--- src/rtl/sum_accumulator_pkg.sv ---
// Shared types and default widths for the sum_accumulator block.
// Used by both the handshake interface and the accumulator itself.
package sum_accumulator_pkg;

  localparam int DEF_IN_W        = 2;
  localparam int DEF_ACC_W       = 8;
  localparam int DEF_NUM_SAMPLES = 4;

  typedef enum logic [1:0] {
    IDLE,
    ACC,
    HOLD
  } state_t;

endpackage

--- src/rtl/sum_accumulator_if.sv ---
// Valid/ready handshake bundle for the sum_accumulator: sample input side,
// flush control and the window-total output side.
interface sum_accumulator_if #(
  parameter int IN_W  = 2,
  parameter int ACC_W = 8
);

  logic [IN_W-1:0]  in_data;
  logic             in_valid;
  logic             in_ready;
  logic             flush;
  logic [ACC_W-1:0] out_data;
  logic             out_valid;
  logic             out_ready;
  logic             ovf;

  // Environment side: supplies samples and consumes window totals.
  modport master (
    output in_data, in_valid, flush, out_ready,
    input  in_ready, out_data, out_valid, ovf
  );

  modport slave (
    input  in_data, in_valid, flush, out_ready,
    output in_ready, out_data, out_valid, ovf
  );

endinterface

--- src/rtl/sum_accumulator.sv ---
// Adds NUM_SAMPLES incoming sums per window and holds the total until taken.
// Define SUM_ACCUMULATOR_SAT_EN for saturating arithmetic with a sticky ovf flag.
module sum_accumulator
  import sum_accumulator_pkg::*;
#(
  parameter int IN_W        = DEF_IN_W,
  parameter int ACC_W       = DEF_ACC_W,
  parameter int NUM_SAMPLES = DEF_NUM_SAMPLES
) (
  input  logic               clk,
  input  logic               rst,
  sum_accumulator_if.slave   bus
);

  localparam int CNT_W = $clog2(NUM_SAMPLES + 1);

  state_t           state;
  logic [ACC_W-1:0] acc;
  logic [ACC_W-1:0] acc_next;
  logic [CNT_W-1:0] cnt;
  logic [ACC_W-1:0] out_data_q;
  logic             out_valid_q;
  logic [IN_W-1:0]  in_sample;
  logic             accept;
  logic             last;
  logic             window_clear;

  assign in_sample    = bus.in_data;
  assign bus.in_ready = (state != HOLD);
  assign accept       = bus.in_valid & bus.in_ready;
  assign last         = (cnt == CNT_W'(NUM_SAMPLES - 1));
  // Flush outside HOLD or a completed handoff both start a fresh window.
  assign window_clear = (state != HOLD) ? bus.flush : bus.out_ready;

`ifdef SUM_ACCUMULATOR_SAT_EN
  logic [ACC_W:0] sum_wide;
  logic           sat_seen;
  logic           sat_next;
  logic           ovf_q;

  assign sum_wide = {1'b0, acc} + (ACC_W + 1)'(in_sample);
  assign sat_next = sat_seen | sum_wide[ACC_W];
  assign acc_next = sat_next ? '1 : sum_wide[ACC_W-1:0];
  assign bus.ovf  = ovf_q;

  always_ff @(posedge clk) begin
    if (rst || window_clear) begin
      sat_seen <= 1'b0;
      ovf_q    <= 1'b0;
    end else if (accept) begin
      sat_seen <= sat_next;
      if (last) ovf_q <= sat_next;
    end
  end
`else
  assign acc_next = acc + ACC_W'(in_sample);
  assign bus.ovf  = 1'b0;
`endif

  always_ff @(posedge clk) begin
    if (rst || window_clear) cnt <= '0;
    else if (accept)         cnt <= cnt + CNT_W'(1);
  end

  // NOTE: state registers use non-blocking assignments so every register in
  // the block samples pre-edge values; blocking here would create order races.
  always_ff @(posedge clk) begin
    if (rst) begin
      state       <= IDLE;
      acc         <= '0;
      out_data_q  <= '0;
      out_valid_q <= 1'b0;
    end else begin
      unique case (state)
        IDLE, ACC: begin
          if (bus.flush) begin
            state <= IDLE;
            acc   <= '0;
          end else if (accept) begin
            acc <= acc_next;
            if (last) begin
              state       <= HOLD;
              out_data_q  <= acc_next;
              out_valid_q <= 1'b1;
            end else begin
              state <= ACC;
            end
          end
        end
        HOLD: begin
          if (bus.out_ready) begin
            state       <= IDLE;
            acc         <= '0;
            out_valid_q <= 1'b0;
          end
        end
        default: state <= IDLE;
      endcase
    end
  end

  assign bus.out_data  = out_data_q;
  assign bus.out_valid = out_valid_q;

endmodule

--- src/flat_wrapper.sv ---
// flat-port wrapper written by rule: the top's interface ports become plain ports
module sum_accumulator_flat import sum_accumulator_pkg::*;
#(
  parameter int IN_W        = DEF_IN_W,
  parameter int ACC_W       = DEF_ACC_W,
  parameter int NUM_SAMPLES = DEF_NUM_SAMPLES
)
  (clk, rst, bus_in_data, bus_in_valid, bus_flush, bus_out_ready, bus_in_ready, bus_out_data, bus_out_valid, bus_ovf);
  sum_accumulator_if #(.IN_W(IN_W), .ACC_W(ACC_W)) bus_i ();
  input  logic clk;
  input  logic rst;
  input wire logic [$bits(bus_i.in_data)-1:0] bus_in_data;
  input wire logic [$bits(bus_i.in_valid)-1:0] bus_in_valid;
  input wire logic [$bits(bus_i.flush)-1:0] bus_flush;
  input wire logic [$bits(bus_i.out_ready)-1:0] bus_out_ready;
  output wire logic [$bits(bus_i.in_ready)-1:0] bus_in_ready;
  output wire logic [$bits(bus_i.out_data)-1:0] bus_out_data;
  output wire logic [$bits(bus_i.out_valid)-1:0] bus_out_valid;
  output wire logic [$bits(bus_i.ovf)-1:0] bus_ovf;
  assign bus_i.in_data = bus_in_data;
  assign bus_i.in_valid = bus_in_valid;
  assign bus_i.flush = bus_flush;
  assign bus_i.out_ready = bus_out_ready;
  assign bus_in_ready = bus_i.in_ready;
  assign bus_out_data = bus_i.out_data;
  assign bus_out_valid = bus_i.out_valid;
  assign bus_ovf = bus_i.ovf;
  sum_accumulator #(.IN_W(IN_W), .ACC_W(ACC_W), .NUM_SAMPLES(NUM_SAMPLES)) u_core (.clk(clk), .rst(rst), .bus(bus_i));
endmodule
--- config.mk ---
export PLATFORM = sky130hd
export DESIGN_NAME = sum_accumulator_flat
export DESIGN_NICKNAME = d
export VERILOG_FILES = /design/src/rtl/sum_accumulator_pkg.sv /design/src/rtl/sum_accumulator_if.sv /design/src/rtl/sum_accumulator.sv /design/src/flat_wrapper.sv
export SDC_FILE = /design/constraint.sdc
export NUM_CORES = 1
export LEC_CHECK = 0
export ABC_AREA = 1
export CAP_MARGIN = 30
export CORE_MARGIN = 1.5
export CORE_UTILIZATION = 50
export DETAILED_ROUTE_END_ITERATION = 8
export PLACE_DENSITY = 0.83
export SLEW_MARGIN = 25
export SYNTH_ARGS = -nofsm -noshare
export SYNTH_HDL_FRONTEND = slang
export SYNTH_SLANG_ARGS = --single-unit
--- constraint.sdc ---
create_clock -name clk -period 3.4 [get_ports clk]
set_input_delay 0.51 -clock clk [delete_from_list [all_inputs] [get_ports clk]]
set_output_delay 0.51 -clock clk [all_outputs]
set_load 0.05 [all_outputs]
==> results.ini, run 1 <==
[status]
status=finished, final reports clean

[placement]
gp_congestion=0.849
hpwl_um=1610
place_inst=195
io_buffers=16

[power_and_ir_drop]
p_int_w=0.000393
p_comb_share_pct=7.1
clockPowerShare_pct=40.0
p_switching_w=0.000103
p_total_w=0.000496
ir_drop_mv=0.246
p_per_area_mw_per_mm2=374
sequentialPowerShare_pct=52.9
swShare_pct=20.7
p_leak_nw=0.596

[cts]
clk_pin_slew_ns=0.13
h-tree-depth=1
post_cts_buffers=0
hold_buffers=0
root_buffer=clkbuf_4
cts_tree=built
cts.sinks=22
clockBufferDepth=2
clk_latency_ns=0.31
cts_buffers=3
ctsResizeCount=0

[setup_path]
startpoint_type=flop
crit_path_frequent_cell=inv_1
crit_family=buffers and inverters
critPathMaxFanout=4
crit_required_ns=2.89
arrival_ns=1.76
cp-end-kind=output pin
slowest_delay_ns=0.81
path_buf_inv=3
path_cells=inv_1 > nor2_4 > inv_1 > clkdlybuf4s50_1
slowest_stage=clkdlybuf4s50_1
criticalPathCategory=reg2out

[sta]
finalHoldViolCount=0
setup-violations-final=0
tightest_slew_ns=0.500
finalCriticalPeriod_ns=2.27
finClkSkew_ns=0.00756
fmax_mhz=440
max_slew_margin_pct=66.5
rsz0062_at_grt=no
post-route-period-util_pct=66.9
tns_ns=0
slew_viol_final=0

[synth]
synth_edf_count=0
async_flop_share_pct=0
yosysMostFrequentCell=nand2_1
yosysWarnings=0
synth_flop_cell=dfxtp_1
synth_fp_nets=167
synth-seq-cells=22
yosysTopAreaCell=dfxtp_1
netlist_instances=155
synth_top_area_share_pct=40.0
yosysSeqAreaShare_pct=40.0
syn-cell-area_mm2=0.00110
syn_avg_cell_area_um2=7.11
netlist_top_cells_area=dfxtp_1 (40%), nand2_1 (15%), inv_1 (8.5%)
ys_top_cells_by_count=nand2_1 (45), inv_1 (25), dfxtp_1 (22), a21oi_1 (12)
ys_types=26

[floorplanning]
die_area_mm2=0.00250
die_x_um=50.0
start_util_pct=54.5
ioPinCount=18
die_h_um=50.0
rows=16
coreArea_mm2=0.00202

[drt]
wire_per_inst_um=10.7
drcViolationCount=0
vias=1017
first_pass_iters=4
routed_wl_um=2140
ant_nets=0
drt-vias-per-instance=5.11
drt_iter0_markers=31

[global_routing]
overflow=0
grt_pass1_wl_um=3640
antenna_found_initial=0
track_usage_pct=19.0
grt_pass1_vias=913
grt_max_degree=14

[finish]
layout-drive-gt1-share_pct=6.40
final_nets=185
antennaDiodeCount=0
nFillCells=176
layout.cells.non_filler=199
areaGrowthSynthToFinish_pct=20.2

[flow_run]
drv_cap=0

[hold_path]
hp-class=reg2reg

per-layer routing:
metal / vias to the layer above / part of all wire [%] / GRT usage [%]
met2: 28 / 49 / 33.8
met3: 4 / 4.5 / 3.94
met5: - / 0 / 0
met1: 465 / 46 / 21.4
met4: 0 / 1.0 / 8.80
li1: 520 / - / -
per-stage QoR:
stage / hold slack [ns] / setup WS (ns) / utilization, % / instance area, um^2
2_1_floorplan: 0.445 / 1.70 / - / 1100
3_3_place_gp: 0.439 / 1.15 / 62.9 / 1270
3_5_place_dp: 0.448 / 1.08 / 62.9 / 1270
4_1_cts: 0.467 / 1.12 / 65.5 / 1330
5_1_grt: 0.516 / 1.04 / 65.5 / 1330
6_report: 0.473 / 1.13 / 65.5 / 1330
cell families after synthesis:
kind of cell | Yosys count | share of synthesized area, %
flip-flops | 22 | 40.0
AND/OR/NAND/NOR | 67 | 26.3
other | 1 | 0.340
AO/OA/AOI/OAI | 29 | 14.9
XOR/XNOR | 1 | 0.795
buffers and inverters | 30 | 11.4
adder cells (fa/ha/maj) | 5 | 6.36
worst paths after layout:
check	startpoint	endpoint	slack, ns	cells past startpoint
max reg2reg	u_core.acc[0]$_SDFFE_PP0P_	u_core.bus.out_data[6]$_SDFFE_PP0P_	1.68	11
min	u_core.bus.out_valid$_SDFFE_PP0P_	u_core.bus.out_valid$_SDFFE_PP0P_	0.47	2
min reg2reg	u_core.bus.out_valid$_SDFFE_PP0P_	u_core.bus.out_valid$_SDFFE_PP0P_	0.47	2
max	u_core.state[1]$_SDFFE_PP0P_	bus_in_ready	1.13	4
worst register-to-register path: cells and delay by family (launching register included):
kind            cells  cell delay [ns]
buf+inv             4             0.30
compound gates      1             0.17
simple gates        4             0.28
flops               1             0.36
fa+ha+maj           2             0.52
sequential cells by signal, indices dropped and copies added (netlist names):
signal                cells
u_core.acc                8
u_core.bus.out_data       8
u_core.cnt                3
u_core.state              2
u_core.bus.out_valid      1
final cells by class:
class | instances | area, um^2 | area share [%]
tap | 27 | 33.8 | 2.55
sequential | 22 | 440 | 33.2
inverter | 27 | 101 | 7.65
clock buffer | 3 | 22.5 | 1.70
clock inverter | 1 | 30.0 | 2.27
timing repair buffer | 16 | 160 | 12.1
multi-input combinational | 103 | 537 | 40.5
power by group through the flow:
stage | Clock, W | Sequential (W) | Combinational (W)
floorplan | 0 | 0.000268 | 0.0000228
global placement | 0 | 0.000268 | 0.0000341
detailed placement | 0 | 0.000268 | 0.0000349
CTS | 0.000203 | 0.000262 | 0.0000352
global route | 0.000216 | 0.000263 | 0.0000401
finish | 0.000198 | 0.000262 | 0.0000352
layout by cell type (no fill, tap or decap), drive strengths merged:
cell type      Yosys  routed
o211ai             1       1
inv               27      27
nand3b             1       1
ha                 4       4
bufinv             0       1
nand3              8       8
o21a               3       3
xnor2              1       1
clkdlybuf4s50      0      16
a31oi              2       2
clkbuf             0       3
nand4              1       1
a21oi             12      12
fa                 1       1
and2               1       1
dfxtp             22      22
o22ai              1       1
conb               1       1
nor2              10      10
o21ai             10      10
nand2             46      46
Note: power is estimated with default switching activity, not from simulation.
==> run 2, diff against run 1 <==
--- a/config.mk
+++ b/config.mk
@@ -8,9 +8,9 @@
 export ABC_AREA = 1
 export CAP_MARGIN = 30
 export CORE_MARGIN = 1.5
-export CORE_UTILIZATION = 50
+export CORE_UTILIZATION = 46
 export DETAILED_ROUTE_END_ITERATION = 8
-export PLACE_DENSITY = 0.83
+export PLACE_DENSITY = 0.81
 export SLEW_MARGIN = 25
 export SYNTH_ARGS = -nofsm -noshare
 export SYNTH_HDL_FRONTEND = slang
==> constraint.sdc (replaced) <==
create_clock -name clk -period 1.9 [get_ports clk]
set_input_delay 0.285 -clock clk [delete_from_list [all_inputs] [get_ports clk]]
set_output_delay 0.285 -clock clk [all_outputs]
set_load 0.05 [all_outputs]
==> results.ini, run 2 (synthesized netlist as in run 1, its figures left out) <==
[status]
status=finished, final reports clean

[global_routing]
antenna_found_initial=0
grt_max_degree=14
grt_pass1_vias=956
overflow=0
track_usage_pct=19.1
grt_pass1_wl_um=3810

[setup_path]
criticalPathCategory=reg2out
crit_required_ns=1.62
critical_path.startpoint=u_core.bus.out_data[3]$_SDFFE_PP0P_
cp-end-kind=output pin
path_cells=clkdlybuf4s50_1
arrival_ns=1.53
r2r-start=u_core.acc[0]$_SDFFE_PP0P_
slowest_delay_ns=0.84
slowest_stage=clkdlybuf4s50_1
crit_family=buffers and inverters
path_buf_inv=1
critPathMaxFanout=2
startpoint_type=flop

[sta]
fmax_mhz=552
tightest_slew_ns=0.530
rsz0062_at_grt=no
slew_viol_final=0
tns_ns=0
finalWorstSetupSlack_ns=0.0885
finalCriticalPeriod_ns=1.81
finClkSkew_ns=0.00624
max_slew_margin_pct=64.6
holdWs_ns=0.463
finalHoldViolCount=0
post-route-period-util_pct=95.3
setup-violations-final=0

[cts]
cts.sinks=22
hold_buffers=0
clk_pin_slew_ns=0.13
post_cts_buffers=0
clk_latency_ns=0.32
clockBufferDepth=2
cts_buffers=3
h-tree-depth=1
cts_tree=built
root_buffer=clkbuf_4

[hold_path]
hp-class=reg2reg
min_from=u_core.bus.out_valid$_SDFFE_PP0P_

[finish]
areaGrowthSynthToFinish_pct=22.1
layout.cells.non_filler=203
final_nets=188
final_cell_mix=nand2_1 (45), inv_1 (25), dfxtp_1 (22)
layout_commonest_cell=nand2_1
nFillCells=213
antennaDiodeCount=0
layout-drive-gt1-share_pct=8.57

[drt]
drt_iter0_markers=14
first_pass_iters=4
wire_per_inst_um=11.5
ant_nets=0
vias=1019
drcViolationCount=0
routed_wl_um=2340
drt-vias-per-instance=5.02

[floorplanning]
die_h_um=52.0
start_util_pct=49.4
coreArea_mm2=0.00223
die_area_mm2=0.00270
die_x_um=52.0
ioPinCount=18
rows=17

[flow_run]
drv_cap=0

[power_and_ir_drop]
ir_drop_mv=0.389
p_total_w=0.000901
p_leak_nw=0.611
p_per_area_mw_per_mm2=669

[placement]
place_inst=199
hpwl_um=1760
pre_cts_slack_ns=-0.172
io_buffers=16
gp_congestion=0.847

[run 2: cell types whose count changed in the layout (fill, tap and decap cells not counted), sizes merged]
cell	before	now
buf	0	4
clkdlybuf4s50	16	15
[run 2: final cells by class]
cell class | count | area (um^2) | area share, %
multi-input cells | 103 | 537 | 39.9
clock buffers | 3 | 22.5 | 1.67
repair buffers | 19 | 180 | 13.4
flip-flops and latches | 22 | 440 | 32.7
inverters | 27 | 101 | 7.53
well taps | 28 | 35.0 | 2.60
clock inverters | 1 | 30.0 | 2.23
[run 2: through the flow]
| stage | area [um^2] | util, % |
|---|---|---|
| final | 1350 | 60.3 |
| after global routing | 1350 | 60.3 |
| after CTS | 1350 | 60.3 |
| after detailed placement | 1290 | 57.9 |
| after global placement | 1290 | 57.9 |
| after floorplan | 1100 | - |
[run 2: worst reg2reg max path, stage by stage, from the launching register on]
cell	delay [ns]
dfxtp_1	0.38
ha_1	0.18
inv_1	0.05
fa_1	0.35
inv_1	0.08
nand2_1	0.06
inv_1	0.11
nand3_1	0.08
nand2_1	0.06
nand2_1	0.06
o21ai_1	0.13
inv_1	0.05
[run 2: worst paths after layout]
check,end,slack (ns),depth (start not counted)
worst max-delay path,bus_out_data[3],0.09,1
worst min-delay path,u_core.bus.out_valid$_SDFFE_PP0P_,0.46,2
worst max register to register,u_core.bus.out_data[6]$_SDFFE_PP0P_,0.22,11
worst min register to register,u_core.bus.out_valid$_SDFFE_PP0P_,0.46,2
[run 2: what timing repair did]
item | CTS | global route
setup endpoints to repair | 0 | 1
resized for setup | 0 | 1
endpoints found under the hold margin | 0 | 0
[run 2: where the power goes]
group / internal [W] / total (W) / switching, W
Sequential: 0.000466 / 0.000470 / 0.00000376
Combinational: 0.0000278 / 0.0000681 / 0.0000402
Clock: 0.000213 / 0.000363 / 0.000150
[run 2: routing by layer]
layer	wire length (um)	global-route usage [%]
met1	1050	22.1
met3	93	3.16
met2	1130	33.5
met5	0	0
met4	62	9.65
